### src/rtl/ram_fifo_ctrl.sv
// ram_fifo_ctrl
//
// FIFO controller placed in front of a single-port synchronous RAM. It owns
// the RAM's we/re/addr/in pins and turns the array into a 2^ADDR_WIDTH entry
// FIFO. The write side and the read side each have a valid/ready handshake.
// The read side has a one-word holding register (rd_data). The RAM does one
// operation per cycle. A three-state FSM (IDLE -> FETCH -> CAPTURE) moves
// words from the RAM into the holding register. Writes are accepted in any
// state except FETCH.
//
// Optional feature: define RAMCTL_WATERMARK_EN to add parameter AF_LEVEL and
// the registered outputs almost_full / almost_empty.
//
// Ports:
//   clk, rst        clock (rising edge), asynchronous active-high reset
//   wr_valid/ready  write handshake, wr_data is the word to store
//   rd_valid/ready  read handshake, rd_data is the holding register
//   level           words held in RAM (the holding register is not counted)
//   full, empty     level == DEPTH / nothing stored anywhere
//   ram_we/re/addr/in, ram_out   connection to the RAM block
//   almost_full/almost_empty     watermark flags (RAMCTL_WATERMARK_EN only)
module ram_fifo_ctrl #(
    parameter int DATA_WIDTH = 7,
    parameter int ADDR_WIDTH = 5
`ifdef RAMCTL_WATERMARK_EN
    , parameter int AF_LEVEL = (1 << ADDR_WIDTH) - 4
`endif
) (
    input  logic                  clk,
    input  logic                  rst,
    input  logic                  wr_valid,
    output logic                  wr_ready,
    input  logic [DATA_WIDTH-1:0] wr_data,
    output logic                  rd_valid,
    input  logic                  rd_ready,
    output logic [DATA_WIDTH-1:0] rd_data,
    output logic [ADDR_WIDTH:0]   level,
    output logic                  full,
    output logic                  empty,
    output logic                  ram_we,
    output logic                  ram_re,
    output logic [ADDR_WIDTH-1:0] ram_addr,
    output logic [DATA_WIDTH-1:0] ram_in,
    input  logic [DATA_WIDTH-1:0] ram_out
`ifdef RAMCTL_WATERMARK_EN
    ,
    output logic                  almost_full,
    output logic                  almost_empty
`endif
);

    localparam int DEPTH = 1 << ADDR_WIDTH;
    localparam logic [ADDR_WIDTH:0] LVL_FULL = (ADDR_WIDTH + 1)'(DEPTH);
    localparam logic [ADDR_WIDTH:0] LVL_ONE  = (ADDR_WIDTH + 1)'(1);
    localparam logic [ADDR_WIDTH-1:0] PTR_ONE = ADDR_WIDTH'(1);

    typedef enum logic [1:0] {
        IDLE    = 2'd0,
        FETCH   = 2'd1,
        CAPTURE = 2'd2
    } state_t;

    state_t                  state_q, state_d;
    logic [ADDR_WIDTH-1:0]   wr_ptr_q, wr_ptr_d;
    logic [ADDR_WIDTH-1:0]   rd_ptr_q, rd_ptr_d;
    logic [ADDR_WIDTH:0]     level_q, level_d;
    logic                    rd_valid_q, rd_valid_d;
    logic [DATA_WIDTH-1:0]   rd_data_q, rd_data_d;
    logic                    wr_fire;

    assign full     = (level_q == LVL_FULL);
    assign empty    = (level_q == '0) && !rd_valid_q;
    // The RAM port belongs to the read fetch during FETCH, so writes wait.
    assign wr_ready = !full && (state_q != FETCH);
    // The rst term keeps the RAM untouched while reset is held, even if the
    // producer is presenting data.
    assign wr_fire  = wr_valid && wr_ready && !rst;

    assign ram_we   = wr_fire;
    assign ram_re   = (state_q == FETCH);
    assign ram_addr = ram_re  ? rd_ptr_q :
                      wr_fire ? wr_ptr_q : '0;
    assign ram_in   = wr_fire ? wr_data : '0;

    assign level    = level_q;
    assign rd_valid = rd_valid_q;
    assign rd_data  = rd_data_q;

    always_comb begin
        state_d    = state_q;
        wr_ptr_d   = wr_ptr_q;
        rd_ptr_d   = rd_ptr_q;
        level_d    = level_q;
        rd_valid_d = rd_valid_q;
        rd_data_d  = rd_data_q;

        if (rd_valid_q && rd_ready) begin
            rd_valid_d = 1'b0;
        end

        // Writes never coincide with FETCH, so the two level updates below
        // are mutually exclusive.
        if (wr_fire) begin
            wr_ptr_d = wr_ptr_q + PTR_ONE;
            level_d  = level_q + LVL_ONE;
        end

        case (state_q)
            IDLE: begin
                // Start a fetch when the holding register is free now or
                // is being emptied on this edge.
                if ((level_q != '0) && (!rd_valid_q || rd_ready)) begin
                    state_d = FETCH;
                end
            end
            FETCH: begin
                rd_ptr_d = rd_ptr_q + PTR_ONE;
                level_d  = level_q - LVL_ONE;
                state_d  = CAPTURE;
            end
            CAPTURE: begin
                // ram_out holds the word addressed during FETCH.
                rd_data_d  = ram_out;
                rd_valid_d = 1'b1;
                state_d    = IDLE;
            end
            default: begin
                state_d = IDLE;
            end
        endcase
    end

    always_ff @(posedge clk or posedge rst) begin
        if (rst) begin
            state_q    <= IDLE;
            wr_ptr_q   <= '0;
            rd_ptr_q   <= '0;
            level_q    <= '0;
            rd_valid_q <= 1'b0;
            rd_data_q  <= '0;
        end else begin
            state_q    <= state_d;
            wr_ptr_q   <= wr_ptr_d;
            rd_ptr_q   <= rd_ptr_d;
            level_q    <= level_d;
            rd_valid_q <= rd_valid_d;
            rd_data_q  <= rd_data_d;
        end
    end

`ifdef RAMCTL_WATERMARK_EN
    localparam logic [ADDR_WIDTH:0] AF_LVL = (ADDR_WIDTH + 1)'(AF_LEVEL);

    logic almost_full_q, almost_empty_q;

    // Computed from level_d, so the flags line up with level after each edge.
    always_ff @(posedge clk or posedge rst) begin
        if (rst) begin
            almost_full_q  <= 1'b0;
            almost_empty_q <= 1'b1;
        end else begin
            almost_full_q  <= (level_d >= AF_LVL);
            almost_empty_q <= (level_d <= LVL_ONE);
        end
    end

    assign almost_full  = almost_full_q;
    assign almost_empty = almost_empty_q;
`endif

endmodule
### config.mk
export PLATFORM = sky130hd
export DESIGN_NAME = ram_fifo_ctrl
export DESIGN_NICKNAME = d
export VERILOG_FILES = /design/src/rtl/ram_fifo_ctrl.sv
export SDC_FILE = /design/constraint.sdc
export NUM_CORES = 1
export LEC_CHECK = 0
export CORE_UTILIZATION = 45
export DETAILED_ROUTE_END_ITERATION = 8
export PLACE_DENSITY = 0.86
export REMOVE_ABC_BUFFERS = 1
export SLEW_MARGIN = 25
export SYNTH_ARGS = -nofsm -noshare
export SYNTH_HDL_FRONTEND = slang
export SYNTH_SLANG_ARGS = --single-unit
### constraint.sdc
create_clock -name clk -period 3.6 [get_ports clk]
set_input_delay 0.54 -clock clk [delete_from_list [all_inputs] [get_ports clk]]
set_output_delay 0.54 -clock clk [all_outputs]
set_load 0.01 [all_outputs]
* Word level (Yosys, flattened, before mapping)
Cells that the tools add are included.
** Cells by class
- Add/sub/neg operators :: 4
- Eq/ne operators :: 5
- Muxes and demuxes :: 9
- Reductions and logical operators :: 15
** Operators with widths (number)
- $mux 6 :: 2
- $add 5x1->5 const B :: 2
- $mux 5 :: 2
- $mux 7 :: 1
- $add 6x1->6 const B :: 1
- $eq 6x6->1 const B :: 1
- $logic_and 1x1->1 :: 6
- $logic_not 6->1 :: 1
- $reduce_bool 6->1 :: 1
- $sub 6x1->6 const B :: 1
- $pmux 2 s2 :: 1
- $reduce_bool 2->1 :: 2
- $logic_not 1->1 :: 3
- $eq 2x1->1 const B :: 1
- $eq 2x2->1 const B :: 1
- $logic_not 2->1 :: 1
- $mux 1 :: 2
- $mux 2 :: 1
- $ne 2x1->1 const B :: 1
- $ne 2x2->1 const B :: 1
- $logic_or 1x1->1 :: 1
** Word-level totals
- Register bits :: 26
- Word-level logic and storage cells :: 39
- Output and inout bits :: 31
- Input bits :: 18

* Logic depth before layout (Yosys ltp)
- Depth in word-level cells :: 7
- Gate-level depth with buffers :: 7
- Mapped depth without buffers :: 6

* Least setup slack after synthesis
Ideal clock, no wire load.
- Kind :: reg2out
- From :: register level_q[2], in the netlist level[2]
- To :: output port empty
- Path buffers :: 0
- Arrival :: 1343 ps
- Path slack :: 1717 ps
- Cell stages (with the launch flop) :: 4
- Required time :: 3060 ps
- Cell sequence :: dfrtp_1 > nor2_1 > or4b_4 > nor3_1
** On the way
- Cells in the longest elaborated chain, start to end :: 2
** Ends and longest elaborated chain
- start: declaration :: line 66 : logic [ADDR_WIDTH:0] level_q, level_d;
- start signal: assignment :: line 145 : level_q <= level_d;
- $logic_not 6->1 :: line 72 : assign empty = (level_q == '0) && !rd_valid_q;
- $logic_and 1x1->1 :: line 72
- end: declaration :: line 39 : output logic empty,
Every way passes these cells.

* Final worst setup path
- From :: register state_q[1]
- To :: output port ram_in[1]
** On the way
- Cells in the longest elaborated chain, start to end :: 5
** Ends and longest elaborated chain
- start: declaration :: line 63 : state_t state_q, state_d;
- start signal: assignment :: line 142 : state_q <= state_d;
- $ne 2x1->1 :: line 74 : assign wr_ready = !full && (state_q != FETCH);
- $logic_and 1x1->1 :: line 74
- $logic_and 1x1->1 (2 in a row) :: line 77 : assign wr_fire = wr_valid && wr_ready && !rst;
- $mux 7 :: line 83 : assign ram_in = wr_fire ? wr_data : '0;
- end: declaration :: line 43 : output logic [DATA_WIDTH-1:0] ram_in,
Every way passes these cells.

==> results.sh <==
export IMPL_status="complete, no violations"
export IMPL_holdCritPathClass="reg2reg"
export IMPL_wl_met1_um=1221
export IMPL_ant_nets=0
export IMPL_clock_sinks=26
export IMPL_synth_distinct_cells=32
export IMPL_avgViaCountPerCell=5.519
export IMPL_die_x_um=55.59
export IMPL_p_leak_uw=0.0007939
export IMPL_cap_violations=0
export IMPL_tritoncts="built"
export IMPL_ctsResizeCount=0
export IMPL_rows=19
export IMPL_cts_max_level=1
export IMPL_postCtsSetupBuffers=0
export IMPL_min_from="state_q[1]"
export IMPL_crit_start="state_q[1]"
export IMPL_met2WireLength_um=1464
export IMPL_synth_area_leader_cell="dfrtp_1"
export IMPL_post_route_period_util_pct=84.48
export IMPL_synth_area_leaders="dfrtp_1 (50%), xnor2_1 (7.5%), mux2_2 (7.0%)"
export IMPL_seq_area_um2=650.6
export IMPL_multi_input_area_um2=590.6
export IMPL_tns_ps=0
export IMPL_initial_core_util_pct=47.28
export IMPL_core_um2=2734
export IMPL_met3_length_um=150
export IMPL_skew_ps=6.080
export IMPL_syn_area_um2=1292
export IMPL_place_congestion=0.7693
export IMPL_period_needed_ps=3041
export IMPL_finalHoldWorstSlack_ps=466.1
export IMPL_overflow=0
export IMPL_dpl_hpwl_um=2185
export IMPL_start_kind="flip-flop"
export IMPL_hold_depth=1
export IMPL_drt_iter0_markers=27
export IMPL_peakVddDrop_mv=0.5821
export IMPL_antenna_found_initial=0
export IMPL_ys_seq_elements=26
export IMPL_num_fill_cells=224
export IMPL_whs_endpoint="state_q[0]"
export IMPL_hold_viol=0
export IMPL_syn_to_final_growth_pct=40.95
export IMPL_dieArea_um2=3090
export IMPL_maxUsedRoutingLayer="met4"
export IMPL_powerDensity_nw_per_um2=831.1
export IMPL_ys_warn_count=0
export IMPL_io_buffers=48
export IMPL_rsz0062_at_grt="no"
export IMPL_crit_required_ps=3060
export IMPL_dr_pass1_iters=4
export IMPL_cts_root_buf="clkbuf_4"
export IMPL_grt_max_degree=27
export IMPL_worst_slack_ps=558.8
export IMPL_max_clock_freq_mhz=328.8
export IMPL_wire_per_inst_um=15.18
export IMPL_grt_pass1_vias=1095
export IMPL_cts_buffers=3
export IMPL_worst_path_max_fanout=15
export IMPL_postSynthAreaPerCell_um2=11.64
export IMPL_synth_cells_most_frequent="dfrtp_1 (26), and3_1 (11), xnor2_1 (11)"
export IMPL_synthCells=111
export IMPL_worstSetupPathType="reg2out"
export IMPL_maxSlewViolCount=0
export IMPL_reg2reg_to="wr_ptr_q[4]"
export IMPL_synth_main_ff_cell="dfrtp_1"
export IMPL_io_pins=49
export IMPL_r2r_start="state_q[1]"
export IMPL_tightest_slew_ps=601.4
export IMPL_ys_seq_area_share_pct=50.34
export IMPL_arrival_ps=2500
export IMPL_r2r_slack_ps=1720
export IMPL_r2r_cells=5
export IMPL_relSlewSlack_pct=59.82
export IMPL_async_flop_share_pct=100.0
export IMPL_pre_cts_ws_ps=635.5
export IMPL_synth_top_cell_area_share_pct=50.34
export IMPL_nets=180
export IMPL_worstSkewPairLatency_ps=320
export IMPL_drc=0
export IMPL_grt_total_usage_pct=20.68
export IMPL_die_y_um=55.59
export IMPL_path_clk_slew_ps=140
export IMPL_drive_gt1_share_pct=13.92
export IMPL_yosys_cell_count_top_type="dfrtp_1"
export IMPL_clk_path_buf_depth=2
export IMPL_grt_pass1_wl_um=5071
export IMPL_num_vias=1043
export IMPL_setup_worst_path_end_class="output pin"
export IMPL_synth_edf_count=0
export IMPL_setup_viol=0
export IMPL_cts_hold_buf=0
export IMPL_finalWirelength_um=2869
export IMPL_num_antenna_cells=0
==> metrics by stage <==
step                      util [%]  total power, uW  std cells  instance area [um2]
after floorplan                  -             1002        106                 1266
after global placement       65.31             1338        185                 1785
after detailed placement     65.31             1375        185                 1785
after CTS                    66.64             1526        189                 1822
after global routing         66.64             1630        189                 1822
final                        66.64             1514        189                 1822
==> cells by family after synthesis <==
family	after synthesis	synth area share, %
compound gates	12	8.036
fa+ha+maj	3	2.904
flops	26	50.34
xor+xnor	14	9.487
buf+inv	11	3.968
mux	9	8.132
simple gates	36	17.13
==> state kept, by name, summed over array words and instances, names as in the netlist <==
signal / cells
state_q: 2
level: 6
rd_ptr_q: 5
rd_valid: 1
rd_data: 7
wr_ptr_q: 5
==> layout by cell type (no fill, tap or decap) <==
| cell type | count |
|---|---|
| ha_1 | 3 |
| xor2_1 | 3 |
| inv_2 | 2 |
| a21oi_2 | 1 |
| nor3_2 | 1 |
| inv_1 | 3 |
| nor3_4 | 1 |
| inv_4 | 1 |
| o22ai_2 | 1 |
| clkbuf_8 | 1 |
| a22o_1 | 5 |
| clkdlybuf4s50_1 | 48 |
| a2bb2oi_1 | 1 |
| nand2b_1 | 2 |
| nand3_1 | 3 |
| a22oi_1 | 1 |
| dfrtp_1 | 26 |
| or4b_4 | 1 |
| and3_1 | 11 |
| a2111oi_0 | 1 |
| nand4_1 | 3 |
| a31oi_1 | 1 |
| xnor2_1 | 11 |
| nor3_1 | 2 |
| nand3_2 | 1 |
| a21o_1 | 1 |
| mux2_2 | 8 |
| nor2b_1 | 2 |
| nand2_1 | 4 |
| clkbuf_4 | 3 |
| nor2_1 | 5 |
| mux2_4 | 1 |
==> final cells by class <==
type / instances / area share (%)
Multi-Input combinational cell: 74 / 32.42
Inverter: 6 / 1.374
Clock buffer: 4 / 1.992
Sequential cell: 26 / 35.71
Tap cell: 31 / 2.129
Timing Repair Buffer: 48 / 26.37
==> worst max path at each step <==
| stage | slack, ps | to |
|---|---|---|
| global placement | 680 | ram_in[0] |
| finish | 560 | ram_in[1] |
| global route | 320 | ram_in[4] |
| floorplan | 1660 | ram_in[0] |
| CTS | 560 | ram_in[1] |
| detailed placement | 640 | ram_in[1] |
==> worst max-delay path: stages (launching register included) <==
cell and delay (ps):
dfrtp_1 370, nand2b_1 380, inv_4 170, nor2_1 480, and3_1 250, clkdlybuf4s50_1 540
==> metal layers <==
layer | GRT usage (%) | vias to the layer above
met5 | 0 | -
met4 | 5.000 | 0
met3 | 3.953 | 4
met2 | 35.11 | 44
met1 | 27.44 | 513
li1 | - | 482
==> power by group <==
group | internal, uW | switching, uW
clock | 61.8 | 85.8
combinational | 452 | 315
sequential | 440 | 160
Note: power is estimated with default switching activity, not from simulation.
